==> config.mk <==
export PLATFORM = sky130hd
export DESIGN_NAME = chan_err_injector
export DESIGN_NICKNAME = d
export VERILOG_FILES = /design/src/rtl/err_inj_pkg.sv /design/src/rtl/err_lfsr32.sv /design/src/rtl/chan_err_injector.sv
export SDC_FILE = /design/constraint.sdc
export NUM_CORES = 1
export LEC_CHECK = 0
export CORE_UTILIZATION = 40
export CTS_CLUSTER_DIAMETER = 100
export DETAILED_ROUTE_END_ITERATION = 16
export GPL_TIMING_DRIVEN = 0
export SETUP_SLACK_MARGIN = 0.02
export SYNTH_ARGS = -nofsm -noshare
export SYNTH_HDL_FRONTEND = slang
export SYNTH_SLANG_ARGS = --single-unit
==> constraint.sdc <==
create_clock -name clk -period 4.1 [get_ports clk]
set_input_delay 0.41 -clock clk [delete_from_list [all_inputs] [get_ports clk]]
set_output_delay 0.41 -clock clk [all_outputs]
set_load 0.05 [all_outputs]
==> src/rtl/err_inj_pkg.sv <==
// Shared types and LFSR polynomial for the channel-error injector.
// Galois right-shift step used by err_lfsr32 (random mode, ERR_RANDOM_EN).
package err_inj_pkg;

    typedef enum logic [1:0] {IDLE, GAP, BURST, DONE} state_t;

    typedef enum logic [1:0] {MODE_OFF, MODE_PERIODIC, MODE_ONESHOT, MODE_RANDOM} mode_t;

    localparam logic [31:0] LFSR_POLY = 32'h80200003;

    function automatic logic [31:0] lfsr_next(input logic [31:0] s);
        lfsr_next = {1'b0, s[31:1]} ^ (s[0] ? LFSR_POLY : 32'h0);
    endfunction

endpackage

==> src/rtl/err_lfsr32.sv <==
// 32-bit Galois LFSR with seed load and step enable; exposes the low byte only.
module err_lfsr32
    import err_inj_pkg::*;
#(
    parameter logic [31:0] SEED = 32'hACE11234
) (
    input  logic       clk,
    input  logic       rst,
    input  logic       i_load,
    input  logic       i_step,
    output logic [7:0] o_rnd
);

    logic [31:0] r_state;

    // Load and step together means the arm-cycle symbol consumed the seed value.
    always_ff @(posedge clk or negedge rst) begin
        if (!rst) begin
            r_state <= SEED;
        end else if (i_load && i_step) begin
            r_state <= lfsr_next(SEED);
        end else if (i_load) begin
            r_state <= SEED;
        end else if (i_step) begin
            r_state <= lfsr_next(r_state);
        end
    end

    assign o_rnd = r_state[7:0];

endmodule

==> src/rtl/chan_err_injector.sv <==
// Channel-error injector: registered symbol path with periodic / one-shot burst corruption.
// Random mode (LFSR driven) is built only when ERR_RANDOM_EN is defined.
module chan_err_injector
    import err_inj_pkg::*;
#(
    parameter int unsigned SYM_W     = 2,
    parameter int unsigned CNT_W     = 16,
    parameter int unsigned MAX_WORDS = 256,
    parameter logic [31:0] LFSR_SEED = 32'hACE11234
) (
    input  logic             clk,
    input  logic             rst,
    input  logic             arm_i,
    input  logic [1:0]       cfg_mode_i,
    input  logic [CNT_W-1:0] cfg_period_i,
    input  logic [CNT_W-1:0] cfg_burst_i,
    input  logic [SYM_W-1:0] cfg_mask_i,
    input  logic [7:0]       cfg_thresh_i,
    input  logic             valid_i,
    input  logic [SYM_W-1:0] sym_i,
    output logic             valid_o,
    output logic [SYM_W-1:0] sym_o,
    output logic [SYM_W-1:0] err_o,
    output logic             busy_o,
    output logic [CNT_W-1:0] word_ct_o,
    output logic [CNT_W-1:0] inj_ct_o,
    output logic [CNT_W-1:0] bit_ct_o
);

    localparam logic [CNT_W-1:0] CNT_ONE = CNT_W'(1);

    function automatic logic [CNT_W-1:0] sat_add(input logic [CNT_W-1:0] a,
                                                 input logic [CNT_W-1:0] b);
        logic [CNT_W:0] s;
        s = {1'b0, a} + {1'b0, b};
        sat_add = s[CNT_W] ? '1 : s[CNT_W-1:0];
    endfunction

    function automatic logic [CNT_W-1:0] popcount(input logic [SYM_W-1:0] m);
        logic [CNT_W-1:0] c;
        c = '0;
        for (int i = 0; i < SYM_W; i++) begin
            c = c + CNT_W'(m[i]);
        end
        popcount = c;
    endfunction

    state_t           r_state;
    mode_t            r_mode;
    logic [CNT_W-1:0] r_period;
    logic [CNT_W-1:0] r_burst;
    logic [SYM_W-1:0] r_mask;
    logic [CNT_W-1:0] r_gap_ct;
    logic [CNT_W-1:0] r_burst_ct;
    logic [CNT_W-1:0] r_word_ct;
    logic [CNT_W-1:0] r_inj_ct;
    logic [CNT_W-1:0] r_bit_ct;
    logic             r_valid;
    logic [SYM_W-1:0] r_sym;
    logic [SYM_W-1:0] r_err;

    // Effective view of config/state for this cycle: arm overrides the registered copies.
    mode_t            w_mode;
    logic [CNT_W-1:0] w_period;
    logic [CNT_W-1:0] w_burst;
    logic [SYM_W-1:0] w_mask;
    state_t           w_state_eff;
    logic [CNT_W-1:0] w_gap_eff;
    logic [CNT_W-1:0] w_burst_eff;
    logic [CNT_W-1:0] w_word_eff;
    logic [CNT_W-1:0] w_inj_eff;
    logic [CNT_W-1:0] w_bit_eff;
    logic             w_rand_mode;
    logic             w_run_mode;

    state_t           w_state_d;
    logic [CNT_W-1:0] w_gap_d;
    logic [CNT_W-1:0] w_burst_d;
    logic [CNT_W-1:0] w_word_d;
    logic [CNT_W-1:0] w_inj_d;
    logic [CNT_W-1:0] w_bit_d;
    logic             w_corrupt;
    logic             w_finish;
    logic             w_window_hit;
    logic [SYM_W-1:0] w_err;

`ifdef ERR_RANDOM_EN
    logic [7:0] r_thresh;
    logic [7:0] w_thresh;
    logic [7:0] w_lfsr_rnd;
    logic [7:0] w_rnd;
    logic       w_lfsr_step;

    assign w_rand_mode = (w_mode == MODE_RANDOM);
    assign w_thresh    = arm_i ? cfg_thresh_i : r_thresh;
    assign w_rnd       = arm_i ? LFSR_SEED[7:0] : w_lfsr_rnd;
    assign w_lfsr_step = valid_i && (w_state_eff == GAP) && w_rand_mode;

    err_lfsr32 #(
        .SEED   (LFSR_SEED)
    ) u_lfsr (
        .clk    (clk),
        .rst    (rst),
        .i_load (arm_i),
        .i_step (w_lfsr_step),
        .o_rnd  (w_lfsr_rnd)
    );

    always_ff @(posedge clk or negedge rst) begin
        if (!rst) begin
            r_thresh <= '0;
        end else if (arm_i) begin
            r_thresh <= cfg_thresh_i;
        end
    end
`else
    logic w_unused_rand;
    assign w_rand_mode   = 1'b0;
    assign w_unused_rand = ^{cfg_thresh_i, LFSR_SEED};
`endif

    always_comb begin
        w_mode      = arm_i ? mode_t'(cfg_mode_i) : r_mode;
        w_period    = arm_i ? cfg_period_i : r_period;
        w_burst     = arm_i ? cfg_burst_i : r_burst;
        w_mask      = arm_i ? cfg_mask_i : r_mask;
        w_run_mode  = (w_mode == MODE_PERIODIC) || (w_mode == MODE_ONESHOT) || w_rand_mode;
        w_state_eff = arm_i ? (w_run_mode ? GAP : IDLE) : r_state;
        w_gap_eff   = arm_i ? '0 : r_gap_ct;
        w_burst_eff = arm_i ? '0 : r_burst_ct;
        w_word_eff  = arm_i ? '0 : r_word_ct;
        w_inj_eff   = arm_i ? '0 : r_inj_ct;
        w_bit_eff   = arm_i ? '0 : r_bit_ct;
    end

    always_comb begin
        w_state_d    = w_state_eff;
        w_gap_d      = w_gap_eff;
        w_burst_d    = w_burst_eff;
        w_corrupt    = 1'b0;
        w_finish     = 1'b0;
        w_window_hit = 1'b0;
        w_word_d     = w_word_eff;
        if (valid_i) begin
            w_word_d = sat_add(w_word_eff, CNT_ONE);
            unique case (w_state_eff)
                GAP: begin
                    if (w_rand_mode) begin
`ifdef ERR_RANDOM_EN
                        w_corrupt = (w_rnd < w_thresh);
`endif
                    end else if (w_gap_eff < w_period) begin
                        w_gap_d = w_gap_eff + CNT_ONE;
                    end else if (w_burst == '0) begin
                        if (w_mode == MODE_ONESHOT) begin
                            w_state_d = DONE;
                        end
                    end else begin
                        w_corrupt = 1'b1;
                        if (w_burst == CNT_ONE) begin
                            w_finish = 1'b1;
                        end else begin
                            w_state_d = BURST;
                            w_burst_d = CNT_ONE;
                        end
                    end
                end
                BURST: begin
                    w_corrupt = 1'b1;
                    if (w_burst_eff + CNT_ONE == w_burst) begin
                        w_finish = 1'b1;
                    end else begin
                        w_burst_d = w_burst_eff + CNT_ONE;
                    end
                end
                default: ;
            endcase
            if (w_finish) begin
                w_burst_d = '0;
                if (w_mode == MODE_ONESHOT) begin
                    w_state_d = DONE;
                end else begin
                    w_state_d = GAP;
                    w_gap_d   = '0;
                end
            end
            // The last in-window symbol may still be corrupted; the run stops right after it.
            if ((MAX_WORDS != 0) && ((w_state_eff == GAP) || (w_state_eff == BURST)) &&
                (32'(w_word_d) >= MAX_WORDS)) begin
                w_window_hit = 1'b1;
                w_state_d    = DONE;
            end
        end
        w_err   = w_corrupt ? w_mask : '0;
        w_inj_d = (w_corrupt && (w_mask != '0)) ? sat_add(w_inj_eff, CNT_ONE) : w_inj_eff;
        w_bit_d = w_corrupt ? sat_add(w_bit_eff, popcount(w_mask)) : w_bit_eff;
    end

    always_ff @(posedge clk or negedge rst) begin
        if (!rst) begin
            r_state    <= IDLE;
            r_mode     <= MODE_OFF;
            r_period   <= '0;
            r_burst    <= '0;
            r_mask     <= '0;
            r_gap_ct   <= '0;
            r_burst_ct <= '0;
            r_word_ct  <= '0;
            r_inj_ct   <= '0;
            r_bit_ct   <= '0;
            r_valid    <= 1'b0;
            r_sym      <= '0;
            r_err      <= '0;
        end else begin
            if (arm_i) begin
                r_mode   <= mode_t'(cfg_mode_i);
                r_period <= cfg_period_i;
                r_burst  <= cfg_burst_i;
                r_mask   <= cfg_mask_i;
            end
            r_state    <= w_state_d;
            r_gap_ct   <= w_gap_d;
            r_burst_ct <= w_window_hit ? '0 : w_burst_d;
            r_word_ct  <= w_word_d;
            r_inj_ct   <= w_inj_d;
            r_bit_ct   <= w_bit_d;
            r_valid    <= valid_i;
            r_err      <= w_err;
            if (valid_i) begin
                r_sym <= sym_i ^ w_err;
            end
        end
    end

    assign valid_o   = r_valid;
    assign sym_o     = r_sym;
    assign err_o     = r_err;
    assign busy_o    = (r_state == GAP) || (r_state == BURST);
    assign word_ct_o = r_word_ct;
    assign inj_ct_o  = r_inj_ct;
    assign bit_ct_o  = r_bit_ct;

endmodule

Word level (Yosys, flattened, before mapping)
Cells that the tools add are included.
W data, S select, Z words.
{"block": "totals", "reg_bits": 123, "output_inout_bits": 54, "wordCells": 89}
{"block": "classes", "addsub": 6, "n_lt_le_gt_ge": 2, "n_eq_ne": 8, "muxes": 52, "n_bitwise": 1, "n_reduce_logical": 7}
{"cell": "$mux W16", "n": 25}
{"cell": "$add A16 B1 Y17 const B", "n": 2}
{"cell": "$add A16 B1 Y16 const B", "n": 2}
{"cell": "$pmux W16 S2", "n": 1}
{"cell": "$mux W2", "n": 13}
{"cell": "$add A16 B2 Y17", "n": 1}
{"cell": "$eq A16 B1 Y1 const B", "n": 1}
{"cell": "$eq A16 B16 Y1", "n": 1}
{"cell": "$ge A16 B9 Y1 const B", "n": 1}
{"cell": "$logic_not A16 Y1", "n": 1}
{"cell": "$lt A16 B16 Y1", "n": 1}
{"cell": "$mux W1", "n": 11}
{"cell": "$eq A2 B1 Y1 const B", "n": 3}
{"cell": "$eq A2 B2 Y1 const B", "n": 3}
{"cell": "$pmux W1 S2", "n": 2}
{"cell": "$logic_or A1 B1 Y1", "n": 3}
{"cell": "$add A1 B1 Y2", "n": 1}
{"cell": "$logic_and A1 B1 Y1", "n": 2}
{"cell": "$reduce_bool A2 Y1", "n": 1}
{"cell": "$xor A2 B2 Y2", "n": 1}

Longest topological paths before layout
{"block": "logic_depth", "depth_word": 12, "depth_mapped": 21, "mapped_depth_nobuf": 12}

Worst setup path before layout
No wires, ideal clock.
{"block": "synth_path", "path_type": "input to register", "startpoint": "in arm_i", "endpoint": "reg r_inj_ct[10] (netlist: inj_ct_o[10])", "setup_time_ns": 0.083, "arrival_ns": 4.848, "path_slack_ns": -0.831, "path_stages": 18, "path_cell_list": "buf_4 -> buf_6 -> buf_6 -> buf_2 -> buf_2 -> clkbuf_1 -> clkbuf_1 -> buf_1 -> mux2i_1 -> ha_1 -> a21oi_1 -> inv_1 -> ha_1 -> nor2_1 -> o2111ai_1 -> or4_1 -> clkbuf_1 -> o21ai_0"}
{"block": "synth_between", "elab_chain_len": 10, "word_cells_on_any_way": 24}
{"item": "start, declared", "line_no": "chan_err_injector.sv:13", "text": "input logic arm_i,"}
{"item": "parallel branches: the longest is 9 deep, another holds $lt A16 B16 Y1"}
{"item": "$mux W16 *", "line_no": "chan_err_injector.sv:195", "text": "w_inj_d = (w_corrupt && (w_mask != '0)) ? sat_add(w_inj_eff, CNT_ONE) : w_inj_eff;"}
{"item": "named net w_inj_d[10]", "line_no": "chan_err_injector.sv:80", "text": "logic [CNT_W-1:0] w_inj_d;"}
{"item": "end signal, assigned", "line_no": "chan_err_injector.sv:225", "text": "r_inj_ct <= w_inj_d;"}
{"item": "end, declared", "line_no": "chan_err_injector.sv:56", "text": "logic [CNT_W-1:0] r_inj_ct;"}
Mark *: on every way through the listed nets, which the timed path passes.
A chain may end at the register's enable or synchronous reset.

Final worst setup path
{"block": "layout_path", "startpoint": "in arm_i", "endpoint": "reg r_burst_ct[12]"}
{"block": "layout_between", "elab_chain_len": 11, "word_cells_on_any_way": 39}
{"item": "parallel branches: the longest is 10 deep, another holds $add A16 B1 Y17"}
{"item": "$mux W16 *", "line_no": "chan_err_injector.sv:223", "text": "r_burst_ct <= w_window_hit ? '0 : w_burst_d;"}
{"item": "end signal, assigned", "line_no": "chan_err_injector.sv:223"}
{"item": "end, declared", "line_no": "chan_err_injector.sv:54", "text": "logic [CNT_W-1:0] r_burst_ct;"}
Every way passes the cells marked *. The select of a mux whose other input is x is not followed.

==> impl_results.md <==
- Design area: about 10000 um^2
- RD Place Congestion: 0.858
- M1 GR Usage: 0.341
- Fin nets: roughly 1100
- Post-Syn Nets: 932
- DRC viols: 0
- N_diodes: 0
- Most frequent cells in the layout: 123 x dfrtp_1, 93 x clkdlybuf4s50_1, 83 x nand2_1, 53 x nor2_1, 49 x inv_1
- Vias in the first global route: 6879
- Clk Tree Root Cell: clkbuf_16
- Buffers on Ports: 94
- Routed len/inst: roughly 19 um
- WP data arrival: about 4.2 ns
- F_max: 256 MHz
- Setup Skew: 0.00884 ns
- Peak VDD IR: roughly 0.3 mV
- DRT Wirelength: ~24000 um
- Fraction of layout cells with a size suffix above 1: 0.149
- Initial Util: 0.411
- DR vias/cell: ~5.6
- # rows: 50
- Grt ovf: 0
- Synth area leaders: dfrtp_1 40%, xnor2_1 4.6%, nand2_1 4.0%, mux2i_1 3.9%, ha_1 3.7%
- Synth async-reset ratio: 1.00
- Utilization after layout: 0.550
- Worst slew pin tran: ~0.9 ns
- CTS tree: done
- Fin cells: about 1300
- H-tree depth: 4
- Mapped Cells: between 800 and 900
- GR Util met2: 0.385
- Clock Path Buffers: 2
- Post-Syn Area per Cell: ~9.0 um^2
- EDFF count, synth: 0
- Largest net degree at the start of global routing: 67
- Antenna Nets Post-Route: 0
- Setup CP Type: in2reg
- Status: finished, final reports clean
- Initial DRC count: 474
- First-pass GRT wire length: ~38000 um
- Initial antenna violation count: 0
- Leakage: ~4.4 nW
- Largest fanout on the critical path: 19
- Hold Slack: about 0.37 ns
- CTS Buf Count: 17
- Power Total: approximately 3.4 mW
- Commonest non-fill, non-tap cell in the layout: dfrtp_1
- Crit start category: input port
- Ys flop type: dfrtp_1
- Final HPWL DP: approximately 16000 um
- Worst skew pair latency: 0.43 ns
- Post-synthesis cell area: ~7700 um^2
- Pins Over Slew Limit: 0
- Area share of the largest cell type after synthesis: 0.398
- Met3 global-route usage: 0.0503
- Synth Warn #: 0
- Max-cap violations: 0
- Grt peak-use layer: met2
- Final setup viols: 0
- Core region area: around 19000 um^2
- Relative slew slack: 0.391
- Vias: ~7100
- TritonRoute pass-1 iters: 4
- Total global-route track usage: 0.247
- Worst hold path type: in2reg
- Clock transition at path regs: roughly 0.05 ns
- Largest area contributor in the netlist: dfrtp_1
- Min cycle time layout: between 3 and 4 ns
- Die H: approximately 140 um
- Placed Cells: about 1200
- Critical Path Sink Type: register
- Layout fillers: 1729
- Cell Pwr Density: between 300 and 400 nW/um^2
- DIE AREA: ~20000 um^2
- CP Data Required Time: 4.40 ns
- Sequential share of the synthesized area: 0.398
- Chip width: 141 um
- Ports: about 100
- Sink Count: 123
- Area Overhead vs Synth: 33.8%
- Fin crit share: 0.952
- Final Hold Fails: 0
- Yosys reg bits: between 100 and 150
- Unrepaired setup endpoints after global routing: true
- Post-Place Cell Area: between 9000 and 10000 um^2
- Distinct cells, synth: between 70 and 80
## per-layer routing
layer,wire [um],up-vias
met5,0,-
met3,1430,31
li1,-,3360
met4,448,0
met1,10700,3467
met2,10900,235
## state kept, by name, summed over array words and instances (netlist names)
signal      cells
r_period       16
bit_ct_o       16
r_mode          2
r_gap_ct       16
r_state         2
valid_o         1
inj_ct_o       16
err_o           2
r_mask          2
r_burst_ct     16
r_burst        16
sym_o           2
word_ct_o      16
## critical path: stages
cell and delay [ns]:
buf_4 0.16, buf_12 0.18, buf_8 0.16, buf_8 0.16
clkbuf_16 0.17, clkbuf_16 0.19, buf_8 0.17, nor2_2 0.17
ha_4 0.21, nand4b_4 0.23, nor4b_4 0.32, xnor2_1 0.15
nand4_1 0.21, or4_1 0.59, buf_4 0.22, or3_1 0.33
o211ai_2 0.08, o21ai_2 0.06
## final timing paths
path / end / from / slack (ns) / cells past startpoint
setup / recovery: r_burst_ct[12] / arm_i / 0.20 / 18
hold / removal: r_burst[13] / arm_i / 0.37 / 3
setup reg to reg: r_burst_ct[12] / r_burst_ct[0] / 0.51 / 11
hold reg to reg: r_period[1] / r_period[1] / 0.48 / 2
max in group asynchronous: r_burst[14] / rst / 2.86 / 3
min in group asynchronous: word_ct_o[2] / rst / 0.51 / 2
## where the power goes
group          switching (mW)  internal, mW  total (mW)
clock                   0.574          1.02        1.59
combinational           0.282         0.201       0.483
sequential             0.0359          1.27        1.30
## area by class of cell
| cell class | count | area [um^2] | share of cell area |
|---|---|---|---|
| Buffer | 37 | 332 | 0.0320 |
| Clock buffer | 22 | 484 | 0.0468 |
| Clock inverter | 10 | 138 | 0.0133 |
| Inverter | 50 | 188 | 0.0181 |
| Multi-Input combinational cell | 645 | 4650 | 0.449 |
| Sequential cell | 123 | 3080 | 0.297 |
| Tap cell | 260 | 325 | 0.0314 |
| Timing Repair Buffer | 120 | 1160 | 0.112 |
## synth_stat cells, drive strengths merged, types with 12 or more instances
cell	number
dfrtp	123
nand2	84
nor2	57
o21ai	56
inv	50
xnor2	41
a21oi	40
nor2b	38
nor3	35
nand3	34
mux2i	30
ha	23
xor2	22
clkbuf	21
buf	19
nand4	19
nor4	16
and3	14
a31oi	12
## metrics by stage
step	setup TNS, ns	setup slack, ns
2_1_floorplan	0	0.0271
3_3_place_gp	-380.32	-2.47
3_5_place_dp	-79.16	-1.36
4_1_cts	0	0.0279
5_1_grt	-0.00112	-0.00112
6_report	0	0.196
## cell families (layout without fill, tap and decap cells)
logic type,count (synthesis),in the layout,share of synthesized area
buf+inv,90,239,0.0501
compound gates,174,174,0.149
fa+ha+maj,24,24,0.0398
simple gates,348,348,0.245
xor+xnor,63,63,0.0713
flops,123,123,0.398
mux,36,36,0.0475
## what timing repair did
item | CTS | global route
hold endpoints to repair | 57 | 0
hold buffers | 1 | 0
resized for setup | 40 | 38
setup endpoints to repair | 70 | 55
pin swaps | 13 | 9
buffers inserted | 18 | 6
Note: power is estimated with default switching activity, not from simulation.
